**src/rtl/uart_tx_fifo_cfg.sv**
```systemverilog
// UART transmitter with a small input FIFO, runtime baud divisor, optional parity
// and 1/2 stop bits. Divisor and framing options are frozen per frame at pop time.
module uart_tx_fifo_cfg #(
    parameter int DATA_W     = 8,
    parameter int FIFO_DEPTH = 4,
    parameter int DIV_W      = 16,
    parameter int DEF_DIV    = 217
) (
    input  logic                            clk,
    input  logic                            reset,
    input  logic [DATA_W-1:0]               s_data,
    input  logic                            s_valid,
    output logic                            s_ready,
    input  logic [DIV_W-1:0]                cfg_div,
    input  logic                            cfg_div_load,
    input  logic                            cfg_par_en,
    input  logic                            cfg_par_odd,
    input  logic                            cfg_two_stop,
    output logic                            tx,
    output logic                            busy,
    output logic [$clog2(FIFO_DEPTH):0]     fifo_level,
    output logic                            frame_done
);
    localparam int AW     = $clog2(FIFO_DEPTH);
    localparam int LVL_W  = AW + 1;
    localparam int BITN_W = (DATA_W > 1) ? $clog2(DATA_W) : 1;

    typedef enum logic [2:0] {
        S_IDLE,
        S_START,
        S_DATA,
        S_PARITY,
        S_STOP
    } state_t;

    logic [DATA_W-1:0] r_mem [FIFO_DEPTH];
    logic [LVL_W-1:0]  r_wptr;
    logic [LVL_W-1:0]  r_rptr;

    state_t            r_state;
    logic              r_tx;
    logic              r_done;
    logic [DIV_W-1:0]  r_div_cfg;
    logic [DIV_W-1:0]  r_div;
    logic              r_par_en;
    logic              r_par_bit;
    logic              r_two_stop;
    logic [DATA_W-1:0] r_shift;
    logic [BITN_W-1:0] r_bitn;
    logic [DIV_W:0]    r_cnt;

    logic [LVL_W-1:0]  w_level;
    logic              w_full;
    logic              w_empty;
    logic              w_push;
    logic              w_pop;
    logic [DATA_W-1:0] w_rdata;
    logic [DIV_W-1:0]  w_div_sat;
    logic [DIV_W:0]    w_stop_len;
    logic              w_bit_end;
    logic              w_stop_end;

    // Pointers carry one extra bit so full and empty are distinguishable.
    assign w_level   = r_wptr - r_rptr;
    assign w_full    = (w_level == LVL_W'(FIFO_DEPTH));
    assign w_empty   = (w_level == '0);
    assign s_ready   = !reset && !w_full;
    assign w_push    = s_valid && s_ready;
    assign w_rdata   = r_mem[r_rptr[AW-1:0]];

    assign w_div_sat  = (cfg_div < DIV_W'(2)) ? DIV_W'(2) : cfg_div;
    assign w_stop_len = r_two_stop ? {r_div, 1'b0} : {1'b0, r_div};
    assign w_bit_end  = (r_cnt == ({1'b0, r_div} - (DIV_W+1)'(1)));
    assign w_stop_end = (r_cnt == (w_stop_len - (DIV_W+1)'(1)));

    // A new frame starts from IDLE, or straight out of the last stop cycle.
    assign w_pop = !w_empty && ((r_state == S_IDLE) || ((r_state == S_STOP) && w_stop_end));

    always_ff @(posedge clk) begin
        if (w_push) begin
            r_mem[r_wptr[AW-1:0]] <= s_data;
        end
    end

    always_ff @(posedge clk) begin
        if (reset) begin
            r_wptr <= '0;
            r_rptr <= '0;
        end else begin
            if (w_push) r_wptr <= r_wptr + LVL_W'(1);
            if (w_pop)  r_rptr <= r_rptr + LVL_W'(1);
        end
    end

    always_ff @(posedge clk) begin
        if (reset) begin
            r_state    <= S_IDLE;
            r_tx       <= 1'b1;
            r_done     <= 1'b0;
            r_div_cfg  <= DIV_W'(DEF_DIV);
            r_div      <= DIV_W'(DEF_DIV);
            r_par_en   <= 1'b0;
            r_par_bit  <= 1'b0;
            r_two_stop <= 1'b0;
            r_shift    <= '0;
            r_bitn     <= '0;
            r_cnt      <= '0;
        end else begin
            r_done <= 1'b0;
            if (cfg_div_load) r_div_cfg <= w_div_sat;

            // The line follows the state one cycle later, so each bit keeps its full width.
            case (r_state)
                S_START:  r_tx <= 1'b0;
                S_DATA:   r_tx <= r_shift[0];
                S_PARITY: r_tx <= r_par_bit;
                default:  r_tx <= 1'b1;
            endcase

            case (r_state)
                S_START: begin
                    if (w_bit_end) begin
                        r_cnt   <= '0;
                        r_state <= S_DATA;
                    end else begin
                        r_cnt <= r_cnt + (DIV_W+1)'(1);
                    end
                end
                S_DATA: begin
                    if (w_bit_end) begin
                        r_cnt   <= '0;
                        r_shift <= r_shift >> 1;
                        if (r_bitn == BITN_W'(DATA_W - 1)) begin
                            r_state <= r_par_en ? S_PARITY : S_STOP;
                        end else begin
                            r_bitn <= r_bitn + BITN_W'(1);
                        end
                    end else begin
                        r_cnt <= r_cnt + (DIV_W+1)'(1);
                    end
                end
                S_PARITY: begin
                    if (w_bit_end) begin
                        r_cnt   <= '0;
                        r_state <= S_STOP;
                    end else begin
                        r_cnt <= r_cnt + (DIV_W+1)'(1);
                    end
                end
                S_STOP: begin
                    if (w_stop_end) begin
                        r_cnt   <= '0;
                        r_done  <= 1'b1;
                        r_state <= S_IDLE;
                    end else begin
                        r_cnt <= r_cnt + (DIV_W+1)'(1);
                    end
                end
                default: begin
                    r_cnt <= '0;
                end
            endcase

            if (w_pop) begin
                r_state    <= S_START;
                r_cnt      <= '0;
                r_bitn     <= '0;
                r_shift    <= w_rdata;
                r_div      <= r_div_cfg;
                r_par_en   <= cfg_par_en;
                r_par_bit  <= (^w_rdata) ^ cfg_par_odd;
                r_two_stop <= cfg_two_stop;
            end
        end
    end

    assign tx         = r_tx;
    assign frame_done = r_done;
    assign fifo_level = w_level;
    assign busy       = (r_state != S_IDLE) || (w_level != '0);

endmodule

```
**config.mk**
```make
export PLATFORM = sky130hd
export DESIGN_NAME = uart_tx_fifo_cfg
export DESIGN_NICKNAME = d
export VERILOG_FILES = /design/src/rtl/uart_tx_fifo_cfg.sv
export SDC_FILE = /design/constraint.sdc
export NUM_CORES = 1
export LEC_CHECK = 0
export BUFFER_PORTS_ARGS = -buffer_cell sky130_fd_sc_hd__buf_4
export CAP_MARGIN = 25
export CORE_MARGIN = 2
export CORE_UTILIZATION = 40
export CTS_BUF_LIST = sky130_fd_sc_hd__clkbuf_2 sky130_fd_sc_hd__clkbuf_4 sky130_fd_sc_hd__clkbuf_8
export CTS_CLUSTER_DIAMETER = 50
export DETAILED_ROUTE_END_ITERATION = 8
export GPL_ROUTABILITY_DRIVEN = 1
export SLEW_MARGIN = 30
export SYNTH_ARGS = -nofsm -noshare
export SYNTH_HDL_FRONTEND = slang
export SYNTH_SLANG_ARGS = --single-unit
```
**constraint.sdc**
```tcl
create_clock -name clk -period 5.3 [get_ports clk]
set_input_delay 0 -clock clk [delete_from_list [all_inputs] [get_ports clk]]
set_output_delay 0 -clock clk [all_outputs]
set_load 0.005 [all_outputs]
```
**After elaboration in Yosys (flattened, before gate mapping)**

Memory sizes are Yosys's and may differ from the RTL's. A register that Yosys moved wholly into a read port is not among the register bits.
Index checks and enable logic that the tools add are counted.
Widths: inputs -> output; s select.

- Register bits after elaboration: 74
- Bits in writable memories: 32
- Memories kept: 1

- $add $sub $neg: 7
- Order comparisons: 1
- Equal/unequal tests: 18
- Muxes and demuxes: 22
- Bitwise operators: 3
- Reduce and logical (&&, ||, !) cells: 25

Memories:

| name | depth | bits a word | rd ports | clocked after memory_dff | write ports | line | text |
|---|---|---|---|---|---|---|---|
| r_mem | 4 | 8 | 1 | 1 | 1 | 36 | `logic [DATA_W-1:0] r_mem [FIFO_DEPTH];` |

Operators with widths:

| kind | count |
|---|---|
| $mux 17 | 3 |
| $eq 17x17->1 | 2 |
| $pmux 17 s2 | 1 |
| $mux 8 | 3 |
| $mux 3 | 6 |
| $add 17x1->17 const B | 1 |
| $sub 16x1->17 const B | 1 |
| $sub 17x1->17 const B | 1 |
| $lt 16x2->1 const B | 1 |
| $mux 16 | 1 |
| $ne 3x3->1 const B | 5 |
| $pmux 3 s4 | 1 |
| $reduce_and 6->1 | 2 |
| $ne 2x2->1 const B | 5 |
| $add 3x1->3 const B | 3 |
| $eq 3x3->1 const B | 3 |
| $reduce_xor 8->1 | 1 |
| $eq 3x2->1 const B | 2 |
| $logic_not 3->1 | 2 |
| $reduce_bool 3->1 | 2 |
| $reduce_bool 5->1 | 1 |
| $logic_and 1x1->1 | 4 |
| $mux 1 | 4 |
| $mux 2 | 2 |
| other kinds (13) | 19 |

**Depth between registers and ports, before layout**

Gate-level depths: netlist of run 1.

- Word-level depth: 8
- Gate-level depth with buffers: 16

**Worst setup path before layout of run 1**

OpenSTA, ideal clock, no wires.

- Path type: reg2reg
- Start point: reg r_two_stop
- End point: reg r_rptr[2]
- Setup time: 0.070 ns
- Arrival: 4.055 ns
- Required time: 5.230 ns
- Path slack: 1.174 ns
- Stages on the path, launching flop included: 15
- Clock period less this slack: 4.126 ns
- Path through: dfxtp_1 > buf_2 > buf_2 > clkbuf_1 > buf_2 > mux2i_1 > ha_1 > a21bo_2 > nor4_2 > mux2_2 > or3_1 > a221oi_4 > a41oi_2 > or4_1 > a21oi_1

- Longest elaborated chain between the ends: 6

RTL lines:

| what | line | text |
|---|---|---|
| start: declaration | 47 | `logic r_two_stop;` |
| start signal: assignment | 172 | `r_two_stop <= cfg_two_stop;` |
| $mux 17 | 72 | `assign w_stop_len = r_two_stop ? {r_div, 1'b0} : {1'b0, r_div};` |
| $sub 17x1->17 | 74 | `assign w_stop_end = (r_cnt == (w_stop_len - (DIV_W+1)'(1)));` |
| $eq 17x17->1 | 74 |  |
| $logic_and 1x1->1 | 77 | `assign w_pop = !w_empty && ((r_state == S_IDLE) \|\| ((r_state == S_STOP) && w_stop_end));` |
| $logic_or 1x1->1 | 77 |  |
| $logic_and 1x1->1 | 77 |  |
| end signal: assignment | 91 | `if (w_pop) r_rptr <= r_rptr + LVL_W'(1);` |
| end: declaration | 38 | `logic [LVL_W-1:0] r_rptr;` |

Every way passes these cells.
A chain may end at the register's enable or synchronous reset.

**Worst setup path after layout of run 1**

Same ends and word-level chain as after synthesis.

==> metrics, run 1 <==
Std-Cell Rows=46; Initial Util=40.48%; Ports=38; Multi-input gate area=approximately 3600 um^2; Worst-path clk slew=0.12 ns; Iteration-0 DRC Markers=367; Cells after DPL=888; switching power total=1.245 mW; M1 WL=7121 um; WL per Instance=16.79 um; Synth Instances=683; Die ar.=16920 um^2; final count of pins violating max slew=0; post-DR vias/cell=5.650; IO buf count=37; core area=15710 um^2; setup violators final=0; Mapped Nets=726; Clock Skew=0.01331 ns; CP max-delay cell=nor4b_1; first-pass GRT wire length=25600 um; Final Critical Period=4.250 ns; part of the cycle the worst path needs=80.19%; vias in the first global route=5155; DR pass1 iterations=7; GRT Overall Usage=between 10% and 20%; Commonest cells post-synth=76 x dfxtp_1, 53 x nor2_1, 43 x xnor2_1, 36 x clkbuf_1, 33 x mux2i_1; count leader, synth=dfxtp_1; Worst-Margin Slew=0.8507 ns; sum of negative setup slack=0 ns; peak fanout along the critical path=42; antenna violations before repair=0; Routed WL=roughly 16000 um; critical path cell sequence=buf_4, mux2_2, a2111oi_0, o21ai_0, nor4b_1, a41oi_2, buf_4, or4_1, a21oi_1; Slew HR=43.29%; CTS sink cnt=108; nets@finish=753; Max Cap Violations=0; Critical Path End Type=flop; hold_ws=0.02374 ns; most used flip-flop cell after synthesis=dfxtp_1; Max Used Layer=met4; worst skew pair latency=0.39 ns; diodes inserted=0; vias=5260; #FFs+latches synth=108; Worst R2R Setup Slack=1.05 ns; startpoint types=flop; CTS resizes=0; register area=2482 um^2; fraction of layout cells with a size suffix above 1=between 10% and 20%; post-route ant nets=0; DP HPWL=11180 um; Die Wd=roughly 130 um; most used cell along the critical path=buf_4; Synth area leader=dfxtp_1; post-CTS setup buffers=0; Crit Path Class=reg2reg; DRC errors left=0; sequential element share of the synthesized area=39.03%; status=finished clean; wire length on met2=approximately 7300 um; Yosys cell types=76; fin cells=a little over 900; Routed met3 length=about 760 um; Fillers=1493; Num CTS Buffers=9; CTS tree=built; EDFF count, synth=32; sw frac=41.07%; Int Power=1.786 mW; Top delay family on crit path=compound AO/OA/AOI/OAI gates; Synth top area share=around a quarter; pwr/cell area=around 420 nW/um^2; VDD IR max=0.3042 mV; mean post-synth cell area=between 9 and 10 um^2; type of the worst min-delay path=in2reg; WP data arrival=4.57 ns; largest net degree at the start of global routing=65; grt ovf=0; worst-case clock buffer depth=2; required time of the critical path=5.62 ns; Area Growth Syn to Fin=13.69%; Post-synth ARST share=0%; H-tree levels=3; dominant cells by area after synthesis=dfxtp_1 24%, edfxtp_1 15%, xnor2_1 5.9%; Worst path max stage delay=0.70 ns; Syn Std Cell Area=6360 um^2; Final GP Congestion=around 0.94; RSZ-0062 raised after global routing=false; LEAKAGE=2.500 nW; CP bufs+invs=2; Seq pwr share=37.2%; Clk pwr share=18.2%; die height=130.1 um; maximum clock frequency=235.3 MHz; Combinational Power Share=between 40 and 50%; Hold Fails Final Rpt=0; Root Buffer=clkbuf_8; Synth Warn #=0
-- routing by layer --
layer	vias to the layer above	global-route usage, %
met5	-	0
met3	22	2.829
met4	0	7.717
met2	139	32.06
li1	2549	-
met1	2550	25.16
-- cell usage in the layout (no fill, tap or decap), types with 11 or more instances in the layout --
cell type      instances
xor2_1                21
o21ai_0               32
xnor2_1               43
a21oi_1               29
nor3_1                25
nor2_1                53
mux2i_1               33
nor2b_1               18
edfxtp_1              32
dlygate4sd3_1         27
dfxtp_1               76
inv_1                 22
ha_1                  11
buf_4                 45
nand2_1               23
nand3_1               29
-- stage by stage --
step / util, % / total power [mW] / cell area, um^2 / worst slack (ns)
final: 46.02 / 3.031 / 7231 / 1.050
after global routing: 46.02 / 3.248 / 7231 / 0.6517
after CTS: 46.02 / 3.044 / 7231 / 1.149
after detailed placement: 42.92 / 2.477 / 6744 / 1.195
after global placement: 42.92 / 2.439 / 6744 / 1.279
after floorplan: - / 2.136 / 6360 / 1.174
-- final cells by class --
| type | instances | share of cell area (%) |
|---|---|---|
| multi-input combinational | 497 | 49.39 |
| sequential | 108 | 34.33 |
| tap | 216 | 3.738 |
| clock buffer | 9 | 1.713 |
| inverter | 22 | 1.142 |
| timing repair buffer | 72 | 8.410 |
| clock inverter | 7 | 1.280 |
-- tightest hold or removal path: cells and delay by family --
family	cells	cell delay, ns
buffers and inverters	1	0.20
AND/OR/NAND/NOR	2	0.17
-- cells by family after synthesis --
family,Yosys count,share of synthesized area [%]
AND/OR/NAND/NOR,239,20.80
AO/OA/AOI/OAI,137,15.23
flip-flops,108,39.03
buffers and inverters,78,4.918
XOR/XNOR,64,8.814
multiplexers,45,8.735
adder cells (fa/ha/maj),12,2.479
-- sequential cells by signal, indices dropped and copies added, names as in the netlist, 3 cells and up, named ones only --
signal and cells:
r_div_cfg 16, r_div 16, r_mem 32, r_state 3, r_wptr 3, r_shift 8
r_bitn 3, r_cnt 17, r_rptr 3
-- final timing paths --
path	cells past startpoint	endpoint	start
max	9	r_rptr[2]	r_two_stop
min	3	r_div_cfg[1]	cfg_div_load
max reg2reg	9	r_rptr[2]	r_two_stop
min reg2reg	2	r_div[15]	r_div_cfg[15]
-- power groups by stage --
stage	registers [mW]	clock network [mW]	logic [mW]
5_1_grt	1.15	0.595	1.50
3_5_place_dp	1.15	0	1.33
6_report	1.13	0.551	1.35
2_1_floorplan	1.03	0	1.11
4_1_cts	1.13	0.565	1.35
3_3_place_gp	1.14	0	1.30
-- what timing repair did --
item | 4_1_cts | 5_1_grt
endpoints found under the setup margin | 0 | 0
hold endpoints to repair | 51 | 0
hold buffers | 27 | 0
(Power assumes the default switching activity.)
==> run 2, diff against run 1 <==
==> constraint.sdc (replaced) <==
create_clock -name clk -period 4.2 [get_ports clk]
set_input_delay 0 -clock clk [delete_from_list [all_inputs] [get_ports clk]]
set_output_delay 0 -clock clk [all_outputs]
set_load 0.005 [all_outputs]
==> run 2 against run 1 <==
Fmax is 9.0% higher. Final cell count is 0.75% higher. Count of clock-buffer cells in the layout unchanged. Sequential share of layout area is 0.21 points lower. Sequential power up 24%. Register-to-register slack worse by 0.75 ns. First-iteration DRC count decreased by 6.0%. Core utilization is 0.29 points higher. Global-route usage is 0.36 points higher. Setup slack got worse by 0.75 ns. Critical path depth grew 2. Worst hold slack improved by 0.034 ns.
==> metrics, run 2 (synthesized netlist as in run 1, its figures left out) <==
Design Area, Final=7276 um^2; required time of the critical path=roughly 4.5 ns; worst skew pair latency=0.40 ns; Routed WL=15740 um; VDD IR max=roughly 0.35 mV; core area=15710 um^2; worst flop-to-flop path endpoint=r_shift[4]; most frequent cells in the layout=76 x dfxtp_1, 53 x nor2_1, 50 x buf_4, 43 x xnor2_1, 33 x mux2i_1; GRT Overall Usage=19.58%; pre-CTS setup slack=about 0.37 ns; pwr/cell area=525.0 nW/um^2; final count of pins violating max slew=0; Worst-Margin Slew=0.9434 ns; startpoint types=flop; Area Growth Syn to Fin=14.40%; register area=2482 um^2; Total Power=3.820 mW; hold_ws=0.05758 ns; post-route ant nets=0; CTS sink cnt=about 110; Critical Path End Type=flop; Root Buffer=clkbuf_8; post-CTS setup buffers=0; setup violators final=0; WP data arrival=4.21 ns; peak fanout along the critical path=15; LEAKAGE=2.527 nW; antenna violations before repair=0; Multi-input gate area=3578 um^2; worst-case clock buffer depth=2; critical path cell sequence=mux2i_1, ha_1, a21boi_0, nand4_1, mux2i_1, nor3b_1, a211oi_1, a41oi_2, buf_4, nor3_1, a211oi_1; slack of the critical path=0.3023 ns; DP HPWL=11230 um; Ports=38; Num CTS Buffers=9; Iteration-0 DRC Markers=roughly 350; Die ar.=16920 um^2; CTS tree=built; type of the worst min-delay path=in2reg; Cells after DPL=894; Final Critical Period=3.898 ns; Worst path max stage delay=just under 0.6 ns; IO buf count=37; Hold Path Cell Cnt=2; WL per Instance=16.78 um; Slew HR=roughly 37%; Top delay family on crit path=compound AO/OA/AOI/OAI gates; commonest non-fill, non-tap cell in the layout=dfxtp_1; largest net degree at the start of global routing=65; Initial Util=about two fifths; status=finished clean; nets@finish=760; DRC errors left=0; vias=approximately 5300; Final Util=~46%; Worst-path clk slew=0.12 ns; sum of negative setup slack=0 ns; part of the cycle the worst path needs=92.80%; RSZ-0062 raised after global routing=false; fraction of layout cells with a size suffix above 1=a little over an eighth; Die Wd=between 100 and 150 um; grt ovf=0; CP bufs+invs=1; Clock Skew=~0.014 ns; CP max-delay cell=a41oi_2; DP Area=6789 um^2; Std-Cell Rows=46; worst r2r path cells=11; diodes inserted=0; DR pass1 iterations=5; Crit Path Class=reg2reg; Fillers=1456; Endpoint, Worst Hold=r_div_cfg[7]; Crit Reg-Reg Startpoint=r_two_stop; Worst R2R Setup Slack=0.30 ns; Final GP Congestion=0.9140; Hold Fails Final Rpt=0; Hold Path Origin=cfg_div_load; first-pass GRT wire length=between 20000 and 30000 um; H-tree levels=3; max reg flops=32; post-DR vias/cell=5.619; fin cells=938; maximum clock frequency=256.6 MHz; die height=130.1 um; Max Cap Violations=0; vias in the first global route=5136
==> run 2: changes by cell type in the layout (fill, tap and decap cells not counted), sizes merged <==
cell / before / now
clkinv: 4 / 3
dlygate4sd3: 27 / 28
buf: 45 / 51
bufinv: 1 / 0
inv: 24 / 26
==> run 2: what timing repair did <==
action,in CTS,in global routing
gates resized for setup,0,4
setup endpoints to repair,0,29
hold buffers,28,0
hold endpoints to repair,51,0
==> run 2: worst max path at each step <==
stage	to	startpoint	cells past startpoint
floorplan	r_rptr[2]	r_two_stop	14
global placement	r_div[3]	r_div[2]	8
detailed placement	r_shift[4]	r_two_stop	10
CTS	r_shift[4]	r_two_stop	9
global route	r_shift[5]	r_two_stop	10
finish	r_shift[4]	r_two_stop	11
==> run 2: layout make-up <==
class,count,area share [%]
Multi-Input combinational cell,497,49.18
Sequential cell,108,34.12
Timing Repair Buffer,79,9.166
Tap cell,216,3.715
Clock buffer,9,1.702
Inverter,22,1.135
Clock inverter,7,0.9802
==> run 2: layer usage <==
layer	global-route usage [%]	routed length [um]
met4	7.337	267
met1	26.32	7250
met3	2.542	747
met5	0	0
met2	32.34	7470
==> run 2: report_power, final <==
| part | total, mW | leakage, nW | switching, mW | internal, mW |
|---|---|---|---|---|
| Sequential | 1.40 | 0.912 | 0.188 | 1.22 |
| Combinational | 1.76 | 1.52 | 0.992 | 0.767 |
| Clock | 0.656 | 0.0995 | 0.420 | 0.236 |
| Total | 3.82 | 2.53 | 1.60 | 2.22 |
==> run 3, diff against run 2 <==
--- a/config.mk
+++ b/config.mk
@@ -13,6 +13,7 @@
 export CTS_CLUSTER_DIAMETER = 50
 export DETAILED_ROUTE_END_ITERATION = 8
 export GPL_ROUTABILITY_DRIVEN = 1
+export PLACE_DENSITY = 0.53
 export SLEW_MARGIN = 30
 export SYNTH_ARGS = -nofsm -noshare
 export SYNTH_HDL_FRONTEND = slang
==> run 3 against run 2 <==
Sequential power is essentially flat. Via count shrank 0.99%. Clock skew shrank 0.0040 ns. Core utilization grew 0.33 points. Fmax grew 2.0%. Worst hold slack lost 0.025 ns. Critical path depth is the same. Critical path type unchanged.
==> metrics, run 3 (synthesized netlist as in run 1, its figures left out) <==
status=finished clean; Ports=38; CP max-delay cell=a2111oi_1; Worst R2R Setup Slack=0.38 ns; pwr/cell area=526.6 nW/um^2; die height=130.1 um; Total Power=3.859 mW; Root Buffer=clkbuf_8; worst r2r path cells=11; worst-case clock buffer depth=2; DR pass1 iterations=4; H-tree levels=3; CTS sink cnt=about 110; commonest non-fill, non-tap cell in the layout=dfxtp_1; GRT Overall Usage=20.70%; type of the worst min-delay path=in2reg; Std-Cell Rows=46; Max Cap Violations=0; RSZ-0062 raised after global routing=false; Top delay family on crit path=compound AO/OA/AOI/OAI gates; LEAKAGE=roughly 2.6 nW; post-DR vias/cell=5.529; Die ar.=about 17000 um^2; setup violators final=0; first-pass GRT wire length=27080 um; most frequent cells in the layout=76 x dfxtp_1, 58 x buf_4, 53 x nor2_1, 43 x xnor2_1, 33 x mux2i_1; Num CTS Buffers=9; Slew HR=39.13%; required time of the critical path=4.52 ns; vias in the first global route=approximately 5200; vias=5219; Die Wd=between 100 and 150 um; slack of the critical path=0.3777 ns; Initial Util=40.48%; Area Growth Syn to Fin=15.23%; IO buf count=37; Endpoint, Worst Hold=r_div_cfg[1]; fraction of layout cells with a size suffix above 1=14.01%; Routed WL=16720 um; core area=about 16000 um^2; critical path cell sequence=buf_4, mux2i_1, xnor2_1, a2111oi_1, o22ai_1, nor4b_1, buf_4, a41oi_2, buf_4, or3_1, a21oi_1; CTS tree=built; pre-CTS setup slack=0.3430 ns; DP HPWL=12190 um; part of the cycle the worst path needs=91.01%; startpoint types=flop; Hold Path Cell Cnt=3; maximum clock frequency=261.6 MHz; Fillers=around 1500; CP bufs+invs=3; largest net degree at the start of global routing=65; DRC errors left=0; post-CTS setup buffers=0; WP data arrival=4.14 ns; max reg flops=32; Iteration-0 DRC Markers=263; Crit Path Class=reg2reg; final count of pins violating max slew=0; Hold Path Origin=cfg_div_load; Hold Fails Final Rpt=0; nets@finish=766; sum of negative setup slack=0 ns; VDD IR max=between 0.3 and 0.4 mV; Critical Path End Type=flop; Clock Skew=0.009623 ns; most used cell along the critical path=buf_4; post-route ant nets=0; Worst-path clk slew=roughly 0.11 ns; diodes inserted=0; Worst-Margin Slew=0.9130 ns; fin cells=944; Final Critical Period=between 3 and 4 ns; Crit Reg-Reg Startpoint=r_two_stop; Worst path max stage delay=about 0.58 ns; Final Util=46.64%; Final GP Congestion=about 0.94; Cells after DPL=901; grt ovf=0; worst skew pair latency=0.39 ns; antenna violations before repair=0; peak fanout along the critical path=43; WL per Instance=17.71 um
run 3: cell count changes in the layout (fill, tap and decap cells not counted), sizes merged:
cell and change:
buf +7, clkinv +4, inv -4, dlygate4sd3 -1
run 3: timing repair:
item                                    in CTS  in global routing
hold buffers                                27                  0
endpoints found under the hold margin       51                  0
gates resized for setup                      0                  1
endpoints found under the setup margin       0                  9
run 3: power breakdown:
group	switching (mW)	internal, mW	leakage (nW)
sequential	0.165	1.22	0.912
combinational	1.04	0.786	1.54
clock	0.417	0.239	0.105
run 3: layout make-up:
| cell class | count | area (um^2) | area share (%) |
|---|---|---|---|
| well taps | 216 | 270.3 | 3.688 |
| clock buffers | 9 | 123.9 | 1.690 |
| clock inverters | 7 | 91.34 | 1.246 |
| multi-input cells | 497 | 3572 | 48.75 |
| flip-flops and latches | 108 | 2482 | 33.87 |
| repair buffers | 85 | 705.7 | 9.630 |
| inverters | 22 | 82.58 | 1.127 |
run 3: how the worst max path moves through the flow:
stage / start / to / slack [ns] / cells past startpoint
floorplan: r_two_stop / r_rptr[2] / 0.07 / 14
global placement: r_two_stop / r_rptr[0] / 0.37 / 11
detailed placement: r_two_stop / r_shift[0] / 0.34 / 10
CTS: r_two_stop / flop / 0.28 / 11
global route: r_two_stop / flop / 0.08 / 11
finish: r_two_stop / flop / 0.38 / 11
run 3: tightest hold or removal path: cells and delay by family:
kind                   cells  cell delay, ns
buffers and inverters      1            0.21
AND/OR/NAND/NOR            2            0.18
run 3: stage by stage:
step / cell area (um^2) / hold slack (ns)
final: 7328 / 0.03231
after global routing: 7328 / 0.05174
after CTS: 7327 / 0.01484
after detailed placement: 6842 / 0.2027
after global placement: 6842 / 0.1998
after floorplan: 6360 / 0.09887
run 3: per-layer routing:
metal  vias up  wire, um  GRT usage, %
met5         -         0             0
met4         0       517         8.918
met3        35       966         3.854
met2       133      7825         34.43
met1      2464      7408         26.40
li1       2587         -             -
